## config.mk

```make
export PLATFORM = sky130hd
export DESIGN_NAME = riscv_ex_issue_flat
export DESIGN_NICKNAME = d
export VERILOG_FILES = /design/src/rtl/riscv_ex_issue_if.sv /design/src/rtl/riscv_ex_issue.sv /design/src/flat_wrapper.sv
export SDC_FILE = /design/constraint.sdc
export NUM_CORES = 1
export LEC_CHECK = 0
export ABC_CLOCK_PERIOD_IN_PS = 6600
export CELL_PAD_IN_SITES_DETAIL_PLACEMENT = 1
export CELL_PAD_IN_SITES_GLOBAL_PLACEMENT = 2
export CORE_AREA = 2 2 171 173
export DETAILED_ROUTE_END_ITERATION = 12
export DIE_AREA = 0 0 173 175
export PLACE_DENSITY_LB_ADDON = 0.1
export RECOVER_POWER = 100
export SETUP_SLACK_MARGIN = 0.15
export SYNTH_ARGS = -nofsm -noshare
export SYNTH_HDL_FRONTEND = slang
export SYNTH_SLANG_ARGS = --single-unit
```

## constraint.sdc

```tcl
create_clock -name clk -period 6.6 [get_ports clk]
set_input_delay 1.98 -clock clk [delete_from_list [all_inputs] [get_ports clk]]
set_output_delay 1.98 -clock clk [all_outputs]
set_load 0.1 [all_outputs]
```

## src/rtl/riscv_ex_issue_if.sv

```systemverilog
// ============================================================================
// Module      : riscv_ex_issue_if
// Description : Decode-to-issue bundle input and ALU operand/control output
//               bundle of the execute-stage issue register.
// Revision    : 1.0 - initial release
// ============================================================================
`default_nettype none

interface riscv_ex_issue_if #(
    parameter int WIDTH = 64
);
    // Upstream decode bundle
    logic             in_valid;
    logic             in_ready;
    logic [31:0]      inst;
    logic [WIDTH-1:0] pc;
    logic [WIDTH-1:0] rs1_data;
    logic [WIDTH-1:0] rs2_data;
    logic             flush;

    // Downstream ALU bundle
    logic             out_valid;
    logic             out_ready;
    logic [WIDTH-1:0] alu_a;
    logic [WIDTH-1:0] alu_b;
    logic [3:0]       alu_ctrl;
    logic [4:0]       rd;
    logic             rd_wen;
    logic             illegal;

    // Environment side: drives the decode bundle, consumes the ALU bundle
    modport master (
        output in_valid, inst, pc, rs1_data, rs2_data, flush, out_ready,
        input  in_ready, out_valid, alu_a, alu_b, alu_ctrl, rd, rd_wen, illegal
    );

    // Issue register side
    modport slave (
        input  in_valid, inst, pc, rs1_data, rs2_data, flush, out_ready,
        output in_ready, out_valid, alu_a, alu_b, alu_ctrl, rd, rd_wen, illegal
    );
endinterface

`default_nettype wire

```

## src/rtl/riscv_ex_issue.sv

```systemverilog
// ============================================================================
// Module      : riscv_ex_issue
// Description : RV64I execute-stage issue register. Decodes an instruction
//               into ALU control/operands and holds them in a one-entry
//               valid/ready pipeline register with stall and flush.
// Revision    : 1.0 - initial release
// ============================================================================
`default_nettype none

module riscv_ex_issue #(
    parameter int WIDTH = 64
) (
    input  wire logic           clk,
    input  wire logic           rst,
    riscv_ex_issue_if.slave     bus
);

    // Opcodes
    localparam logic [6:0] c_OPC_OP       = 7'b0110011;
    localparam logic [6:0] c_OPC_OP_IMM   = 7'b0010011;
    localparam logic [6:0] c_OPC_OP_32    = 7'b0111011;
    localparam logic [6:0] c_OPC_OP_IMM32 = 7'b0011011;
    localparam logic [6:0] c_OPC_LUI      = 7'b0110111;
    localparam logic [6:0] c_OPC_AUIPC    = 7'b0010111;

    localparam logic [6:0] c_F7_BASE = 7'b0000000;
    localparam logic [6:0] c_F7_ALT  = 7'b0100000;

    // ALU operation codes
    localparam logic [3:0] c_ALU_ADD  = 4'b0000;
    localparam logic [3:0] c_ALU_SLL  = 4'b0001;
    localparam logic [3:0] c_ALU_SRL  = 4'b0101;
    localparam logic [3:0] c_ALU_SUB  = 4'b1000;
    localparam logic [3:0] c_ALU_ADDW = 4'b1001;
    localparam logic [3:0] c_ALU_SUBW = 4'b1010;
    localparam logic [3:0] c_ALU_SLLW = 4'b1011;
    localparam logic [3:0] c_ALU_SRLW = 4'b1100;
    localparam logic [3:0] c_ALU_SRA  = 4'b1101;
    localparam logic [3:0] c_ALU_SRAW = 4'b1110;

    // Instruction fields and immediates
    logic [6:0]       w_opcode;
    logic [2:0]       w_funct3;
    logic [6:0]       w_funct7;
    logic [WIDTH-1:0] w_imm_i;
    logic [WIDTH-1:0] w_imm_u;
    logic [WIDTH-1:0] w_shamt6;
    logic [WIDTH-1:0] w_shamt5;
    logic             w_unused_rs_fields;

    assign w_opcode  = bus.inst[6:0];
    assign w_funct3  = bus.inst[14:12];
    assign w_funct7  = bus.inst[31:25];
    assign w_imm_i   = {{(WIDTH-12){bus.inst[31]}}, bus.inst[31:20]};
    assign w_imm_u   = {{(WIDTH-32){bus.inst[31]}}, bus.inst[31:12], 12'b0};
    assign w_shamt6  = {{(WIDTH-6){1'b0}}, bus.inst[25:20]};
    assign w_shamt5  = {{(WIDTH-5){1'b0}}, bus.inst[24:20]};
    // Register-index fields are consumed by the register file, not here
    assign w_unused_rs_fields = ^bus.inst[19:15];

    // Decoded bundle
    logic [3:0]       w_ctrl;
    logic [WIDTH-1:0] w_a;
    logic [WIDTH-1:0] w_b;
    logic             w_ill;
    logic             w_known;
    logic [4:0]       w_rd;
    logic             w_wen;

    // Decode instruction into ALU control, operands and legality
    always_comb begin
        w_ctrl  = c_ALU_ADD;
        w_a     = '0;
        w_b     = '0;
        w_ill   = 1'b0;
        w_known = 1'b1;
        case (w_opcode)
            c_OPC_OP: begin
                w_a = bus.rs1_data;
                w_b = bus.rs2_data;
                if (w_funct7 == c_F7_BASE) begin
                    // Base R-type codes coincide with {0, funct3}
                    w_ctrl = {1'b0, w_funct3};
                end else if (w_funct7 == c_F7_ALT && w_funct3 == 3'b000) begin
                    w_ctrl = c_ALU_SUB;
                end else if (w_funct7 == c_F7_ALT && w_funct3 == 3'b101) begin
                    w_ctrl = c_ALU_SRA;
                end else begin
                    w_ill = 1'b1;
                end
            end
            c_OPC_OP_IMM: begin
                w_a = bus.rs1_data;
                w_b = w_imm_i;
                case (w_funct3)
                    3'b001: begin
                        w_b = w_shamt6;
                        if (bus.inst[31:26] == 6'b000000) w_ctrl = c_ALU_SLL;
                        else                              w_ill  = 1'b1;
                    end
                    3'b101: begin
                        w_b = w_shamt6;
                        if (bus.inst[31:26] == 6'b000000)      w_ctrl = c_ALU_SRL;
                        else if (bus.inst[31:26] == 6'b010000) w_ctrl = c_ALU_SRA;
                        else                                   w_ill  = 1'b1;
                    end
                    default: w_ctrl = {1'b0, w_funct3};
                endcase
            end
            c_OPC_OP_32: begin
                w_a = bus.rs1_data;
                w_b = bus.rs2_data;
                case ({w_funct7, w_funct3})
                    {c_F7_BASE, 3'b000}: w_ctrl = c_ALU_ADDW;
                    {c_F7_ALT,  3'b000}: w_ctrl = c_ALU_SUBW;
                    {c_F7_BASE, 3'b001}: w_ctrl = c_ALU_SLLW;
                    {c_F7_BASE, 3'b101}: w_ctrl = c_ALU_SRLW;
                    {c_F7_ALT,  3'b101}: w_ctrl = c_ALU_SRAW;
                    default:             w_ill  = 1'b1;
                endcase
            end
            c_OPC_OP_IMM32: begin
                w_a = bus.rs1_data;
                case (w_funct3)
                    3'b000: begin
                        w_b    = w_imm_i;
                        w_ctrl = c_ALU_ADDW;
                    end
                    3'b001: begin
                        // funct7 check also rejects inst[25]=1
                        w_b = w_shamt5;
                        if (w_funct7 == c_F7_BASE) w_ctrl = c_ALU_SLLW;
                        else                       w_ill  = 1'b1;
                    end
                    3'b101: begin
                        w_b = w_shamt5;
                        if (w_funct7 == c_F7_BASE)     w_ctrl = c_ALU_SRLW;
                        else if (w_funct7 == c_F7_ALT) w_ctrl = c_ALU_SRAW;
                        else                           w_ill  = 1'b1;
                    end
                    default: w_ill = 1'b1;
                endcase
            end
            c_OPC_LUI: begin
                w_a = '0;
                w_b = w_imm_u;
            end
            c_OPC_AUIPC: begin
                w_a = bus.pc;
                w_b = w_imm_u;
            end
            default: begin
                w_known = 1'b0;
                w_ill   = 1'b1;
            end
        endcase
        // Illegal bundles are issued with neutral control and operands
        if (w_ill) begin
            w_ctrl = c_ALU_ADD;
            w_a    = '0;
            w_b    = '0;
        end
    end

    assign w_rd  = w_known ? bus.inst[11:7] : 5'd0;
    assign w_wen = !w_ill && (w_rd != 5'd0);

    // Pipeline register state
    logic             valid_q, valid_d;
    logic [WIDTH-1:0] a_q, b_q;
    logic [3:0]       ctrl_q;
    logic [4:0]       rd_q;
    logic             wen_q;
    logic             ill_q;
    logic             w_in_ready;
    logic             w_load;

    assign w_in_ready = !valid_q || bus.out_ready;

    // Handshake next-state: flush beats load, load beats drain
    always_comb begin
        w_load  = bus.in_valid && w_in_ready && !bus.flush;
        valid_d = valid_q;
        if (bus.flush)                        valid_d = 1'b0;
        else if (w_load)                      valid_d = 1'b1;
        else if (valid_q && bus.out_ready)    valid_d = 1'b0;
    end

    // Issue register: reset clears everything, a load captures the decode
    always_ff @(posedge clk) begin
        if (rst) begin
            valid_q <= 1'b0;
            a_q     <= '0;
            b_q     <= '0;
            ctrl_q  <= 4'd0;
            rd_q    <= 5'd0;
            wen_q   <= 1'b0;
            ill_q   <= 1'b0;
        end else begin
            valid_q <= valid_d;
            if (w_load) begin
                a_q    <= w_a;
                b_q    <= w_b;
                ctrl_q <= w_ctrl;
                rd_q   <= w_rd;
                wen_q  <= w_wen;
                ill_q  <= w_ill;
            end
        end
    end

    assign bus.in_ready  = w_in_ready;
    assign bus.out_valid = valid_q;
    assign bus.alu_a     = a_q;
    assign bus.alu_b     = b_q;
    assign bus.alu_ctrl  = ctrl_q;
    assign bus.rd        = rd_q;
    assign bus.rd_wen    = wen_q;
    assign bus.illegal   = ill_q;

endmodule

`default_nettype wire

```

## src/flat_wrapper.sv

```systemverilog
// flat-port wrapper written by rule: the top's interface ports become plain ports
module riscv_ex_issue_flat 
#(
    parameter int WIDTH = 64
)
  (clk, rst, bus_in_valid, bus_inst, bus_pc, bus_rs1_data, bus_rs2_data, bus_flush, bus_out_ready, bus_in_ready, bus_out_valid, bus_alu_a, bus_alu_b, bus_alu_ctrl, bus_rd, bus_rd_wen, bus_illegal);
  riscv_ex_issue_if #(.WIDTH(WIDTH)) bus_i ();
  input  wire logic clk;
  input  wire logic rst;
  input wire logic [$bits(bus_i.in_valid)-1:0] bus_in_valid;
  input wire logic [$bits(bus_i.inst)-1:0] bus_inst;
  input wire logic [$bits(bus_i.pc)-1:0] bus_pc;
  input wire logic [$bits(bus_i.rs1_data)-1:0] bus_rs1_data;
  input wire logic [$bits(bus_i.rs2_data)-1:0] bus_rs2_data;
  input wire logic [$bits(bus_i.flush)-1:0] bus_flush;
  input wire logic [$bits(bus_i.out_ready)-1:0] bus_out_ready;
  output wire logic [$bits(bus_i.in_ready)-1:0] bus_in_ready;
  output wire logic [$bits(bus_i.out_valid)-1:0] bus_out_valid;
  output wire logic [$bits(bus_i.alu_a)-1:0] bus_alu_a;
  output wire logic [$bits(bus_i.alu_b)-1:0] bus_alu_b;
  output wire logic [$bits(bus_i.alu_ctrl)-1:0] bus_alu_ctrl;
  output wire logic [$bits(bus_i.rd)-1:0] bus_rd;
  output wire logic [$bits(bus_i.rd_wen)-1:0] bus_rd_wen;
  output wire logic [$bits(bus_i.illegal)-1:0] bus_illegal;
  assign bus_i.in_valid = bus_in_valid;
  assign bus_i.inst = bus_inst;
  assign bus_i.pc = bus_pc;
  assign bus_i.rs1_data = bus_rs1_data;
  assign bus_i.rs2_data = bus_rs2_data;
  assign bus_i.flush = bus_flush;
  assign bus_i.out_ready = bus_out_ready;
  assign bus_in_ready = bus_i.in_ready;
  assign bus_out_valid = bus_i.out_valid;
  assign bus_alu_a = bus_i.alu_a;
  assign bus_alu_b = bus_i.alu_b;
  assign bus_alu_ctrl = bus_i.alu_ctrl;
  assign bus_rd = bus_i.rd;
  assign bus_rd_wen = bus_i.rd_wen;
  assign bus_illegal = bus_i.illegal;
  riscv_ex_issue #(.WIDTH(WIDTH)) u_core (.clk(clk), .rst(rst), .bus(bus_i));
endmodule
```

==> flow_summary.yaml, run 1 <==
outcome:
  outcome: "complete, but fails checks"
  violations: "capacitance limit, slew limit"
global_route:
  grt_usage_pct: 17.9
  first_global_vias: 6764
  grt_pass1_wl_mm: 41.8
  grt_overflow_total: 0
  grt_max_degree: 67
  antenna_found_initial: 1
cells_and_area:
  seq_area_um2: 2800
  nNetsFinal: 1233
  layout_common_cells: "clkdlybuf4s50_1, dlygate4sd3_1, dfxtp_1"
  multi_input_area_um2: 2810
  fillers: 3268
  layout-drive-gt1-share_pct: 5.51
  layout_commonest_cell: "clkdlybuf4s50_1"
  area_growth_pct: 71.3
route:
  top_layer_used: "met4"
  viasPerCell: 4.60
  drtAntennaViolNets: 0
  wl_met3_mm: 2.51
  drtIter0Drc: 309
  drt_pre_antenna_iters: 4
  drc: 0
  dr_total_vias: 6444
  m1WireLength_mm: 12.2
  wl_met2_mm: 12.8
  routed_wl_mm: 27.7
  route.detailed.wl_per_inst_um: 19.8
cts:
  cts_root_buf: "clkbuf_16"
  holdBufCountCts: 0
  clkTransAtPathRegs_ns: 0.07
  cts_setup_buffers: 0
  numCtsBuffers: 17
  clockBufferDepth: 2
  clock_latency_ns: 0.42
  cts_tree: "yes"
  cts_max_level: 4
  cts.sinks: 140
  cts_resized: 0
timing:
  clock.fmax_ghz: 0.182
  period_needed_ns: 5.50
  min_period_over_period_pct: 83.3
  setup_tns_ns: 0
  tightestPinTransition_ns: 2.47
  finalClockSkew_ns: 0.00718
  final-max-slew-violation-count: 149
  holdWs_ns: 0.446
  rsz0062_at_grt: "false"
  setup_viol: 0
  max-slew-margin-rel_pct: -64.7
  hold_viol: 0
logic_synthesis:
  synth_warnings: 0
  synth-main-ff-cell: "dfxtp_1"
  async_flop_share_pct: 0
  synth_seq_cells: 140
  netlist_instances: 666
  synth_edf_count: 0
  yosysSeqAreaShare_pct: 45.6
  syn_area_um2: 6140
  syn_avg_cell_area_um2: 9.23
  syn-num-nets: 895
  ys_types: 50
worst_setup_path:
  path_max_fanout: 3
  critPathLaunchType: "primary input"
  path_cells: "dlygate4sd3_1 -> nor2b_1 -> inv_1 -> clkbuf_1"
  critical_path.max_stage_delay_ns: 0.87
  worst_path_max_delay_cell: "clkbuf_1"
  critPathCaptureType: "output pin"
  crit_arrival_ns: 3.52
  critPathKind: "primary input to output pin"
  required_ns: 4.62
worst_hold_path:
  worst_hold_path_type: "register to register"
floorplan:
  die_area_um2: 30300
  die_x_um: 173
  initial_utilization_pct: 21.6
  coreArea_um2: 28400
  die-height_um: 175
  row_count: 62
  ioPinCount: 370
pwr:
  power_per_cell_area_nw_per_um2: 199
  ir_worst_vdd_uv: 142
  p_leak_uw: 0.00425
placed_design:
  io_buffers: 369
  gp_congestion: 0.810
  dp_hpwl_mm: 20.2
job:
  drv_cap: 3
==> where the power goes <==
group,leakage [uW],internal [uW],switching (uW)
clock,0.000288,605,418
sequential,0.00113,846,0.669
combinational,0.00283,135,87.0
total,0.00425,1590,506
==> worst paths after layout <==
path / start / endpoint / slack, ns / cells past startpoint
setup / recovery: bus_out_ready / bus_in_ready / 1.10 / 4
hold / removal: u_core.bus.alu_a[21] / u_core.bus.alu_a[21] / 0.45 / 2
setup reg to reg: u_core.bus.out_valid / u_core.bus.alu_b[49] / 3.32 / 7
hold reg to reg: u_core.bus.alu_a[21] / u_core.bus.alu_a[21] / 0.45 / 2
==> state kept, by name (all words and copies together) (netlist names) <==
| signal | flops |
|---|---|
| u_core.bus.alu_a | 64 |
| u_core.bus.alu_b | 64 |
| u_core.bus.rd | 5 |
| u_core.bus.alu_ctrl | 4 |
| u_core.bus.illegal | 1 |
| u_core.bus.out_valid | 1 |
| u_core.bus.rd_wen | 1 |
==> metrics by stage <==
step                      utilization [%]  total power [uW]  setup slack (ns)  cells  instance area [um^2]
after floorplan                         -               926              1.99    666                  6140
after global placement               35.7              1090              1.58   1369                 10100
after detailed placement             35.7              1090              1.51   1369                 10100
after CTS                            37.9              2130              1.71   1401                 10800
after global routing                 37.1              2180             0.875   1401                 10500
final                                37.1              2090              1.10   1402                 10500
==> cell usage after synthesis (3+ instances only) <==
cell | instances | share of area, %
inv_1 | 7 | 0.43
nand2b_1 | 5 | 0.51
clkbuf_1 | 50 | 3.1
o21ai_0 | 40 | 3.3
nand3_1 | 7 | 0.57
o21ai_2 | 60 | 8.6
a211oi_1 | 4 | 0.49
a22o_1 | 33 | 4.7
a21o_1 | 36 | 4.4
nor3_1 | 6 | 0.49
buf_6 | 10 | 1.8
nand2_1 | 100 | 6.1
and3_1 | 3 | 0.31
nor2b_1 | 3 | 0.31
o31ai_1 | 3 | 0.37
a21oi_1 | 7 | 0.57
a221oi_1 | 19 | 2.7
a22oi_1 | 79 | 9.7
dfxtp_1 | 140 | 46
nor2_1 | 15 | 0.92
==> metal layers <==
layer,GRT usage [%],up-vias
met3,7.59,11
met4,3.78,0
met5,0,-
met2,29.3,242
met1,21.8,3043
li1,-,3148
==> worst max-delay path, delay by kind of cell <==
family	cells	cell delay, ns
buffers and inverters	3	1.47
AND/OR/NAND/NOR	1	0.06
==> area by class of cell <==
cell class                 instances  share of cell area, %
antenna                            1                 0.0238
clock buffer                      18                   4.08
clock inverter                    14                   1.77
inverter                           7                  0.250
multi-input combinational        456                   26.7
sequential                       140                   26.6
tap                              384                   4.56
timing repair buffer             382                   36.0
==> cells by family after synthesis <==
| family | synth area share (%) |
|---|---|
| AOI/OAI and AO/OA | 36.8 |
| and+or+nand+nor | 11.9 |
| DFF | 45.6 |
| buffers and inverters | 5.56 |
| xor gates and xnor gates | 0.143 |
No activity file was read; power rests on OpenSTA's default activity.
==> inputs of run 2 (changes only) <==
- ABC_CLOCK_PERIOD_IN_PS: 6600 -> 5200
- CORE_AREA: 2 2 171 173 -> 2 2 179 181
- DIE_AREA: 0 0 173 175 -> 0 0 181 183
- clock period: 6.6 -> 5.2 ns (I/O delays scaled with it)
==> run 2 against run 1 <==
  * The run now ends clean
  * Register-to-register slack got worse by 0.39 ns
  * Clock skew rose by 0.0077 ns
  * Setup slack got worse by 0.48 ns
  * Worst hold slack improved by 0.00089 ns
  * Via count rose by 1.3%
  * Die area rose by 9.4%
  * Count of clock-buffer cells in the layout rose by 1
  * Critical path type unchanged
==> flow_summary.yaml, run 2 (synthesized netlist as in run 1, its figures left out) <==
outcome:
  outcome: "completed"
floorplan:
  die-height_um: 183
  die_x_um: 181
  coreArea_um2: 31200
  initial_utilization_pct: 19.7
  die_area_um2: 33100
  row_count: 65
  ioPinCount: 370
timing:
  tightestPinTransition_ns: 1.16
  max-slew-margin-rel_pct: 22.7
  final-max-slew-violation-count: 0
  hold_viol: 0
  period_needed_ns: 4.58
  min_period_over_period_pct: 88.1
  rsz0062_at_grt: "false"
  finalClockSkew_ns: 0.0149
  setup_tns_ns: 0
  clock.fmax_ghz: 0.218
  setup_viol: 0
cts:
  cts_root_buf: "clkbuf_16"
  numCtsBuffers: 17
  clock_latency_ns: 0.41
  clockBufferDepth: 2
  clkTransAtPathRegs_ns: 0.06
  cts_tree: "yes"
  cts_setup_buffers: 0
  holdBufCountCts: 0
  cts.sinks: 140
  cts_max_level: 4
  cts_resized: 0
cells_and_area:
  layout-drive-gt1-share_pct: 6.15
  fillers: 3598
  multi_input_area_um2: 2810
  fin_cells: 1428
  area_growth_pct: 72.9
  seq_area_um2: 2800
  nNetsFinal: 1241
  layout_common_cells: "clkdlybuf4s50_1, dlygate4sd3_1, dfxtp_1"
  layout_commonest_cell: "clkdlybuf4s50_1"
worst_setup_path:
  critPathCaptureType: "output pin"
  path_max_fanout: 3
  critPathLaunchType: "primary input"
  critPathKind: "primary input to output pin"
  crit_arrival_ns: 3.02
  r2r_start: "u_core.bus.out_valid"
  required_ns: 3.64
  critPathLaunch: "bus_out_ready"
placed_design:
  io_buffers: 369
  gp_congestion: 0.781
  dpl.cell_count: 1395
  dp_hpwl_mm: 20.7
route:
  drtIter0Drc: 242
  drt_pre_antenna_iters: 4
  routed_wl_mm: 28.1
  drtAntennaViolNets: 0
  dr_total_vias: 6530
  drc: 0
  viasPerCell: 4.57
  route.detailed.wl_per_inst_um: 19.7
pwr:
  ir_worst_vdd_uv: 182
  power_per_cell_area_nw_per_um2: 249
  power_uw: 2650
  p_leak_uw: 0.00429
global_route:
  grt_overflow_total: 0
  grt_usage_pct: 16.6
  grt_max_degree: 64
  grt_pass1_wl_mm: 42.2
  first_global_vias: 6833
  antenna_found_initial: 3
job:
  drv_cap: 0
worst_hold_path:
  worstHoldStart: "u_core.bus.alu_b[15]"
  worst_hold_path_type: "register to register"
==> run 2: stage by stage <==
stage	hold WS (ns)	setup slack, ns	cell area (um^2)	util [%]
2_1_floorplan	0.882	1.43	6140	-
3_3_place_gp	0.434	0.888	10200	32.8
3_5_place_dp	0.440	0.819	10200	32.8
4_1_cts	0.456	1.15	10800	34.7
5_1_grt	0.477	0.570	10600	34.0
6_report	0.446	0.619	10600	34.0
==> run 2: per-layer routing <==
| metal | GRT usage, % | wire [um] | vias to the layer above |
|---|---|---|---|
| met3 | 6.25 | 2340 | 16 |
| met4 | 3.97 | 277 | 2 |
| met2 | 27.6 | 13100 | 234 |
| li1 | - | - | 3170 |
| met1 | 20.5 | 12400 | 3108 |
| met5 | 0 | 13 | - |
==> run 2: path summary, 6_finish.rpt <==
path              slack [ns]                endpoint  cells after the start
setup reg to reg        2.93  u_core.bus.alu_ctrl[3]                      5
hold reg to reg         0.45    u_core.bus.alu_b[15]                      2
setup / recovery        0.62            bus_in_ready                      4
hold / removal          0.45    u_core.bus.alu_b[15]                      2
==> run 2: area by class of cell <==
class                      instances  area share (%)
tap                              402            4.73
clock inverter                    12            1.52
inverter                           7           0.247
antenna                            2          0.0471
multi-input combinational        456            26.5
clock buffer                      19            4.17
timing repair buffer             390            36.4
sequential                       140            26.4
==> run 2: worst max-delay path: stages <==
cell             delay [ns]
clkdlybuf4s50_1        0.46
nor2b_1                0.06
inv_1                  0.08
clkbuf_1               0.86
==> run 2: power breakdown <==
part / total (uW) / internal, uW / switching (uW)
clock network: 1290 / 771 / 515
registers: 1070 / 1070 / 0.814
logic: 286 / 174 / 112
total: 2650 / 2020 / 628
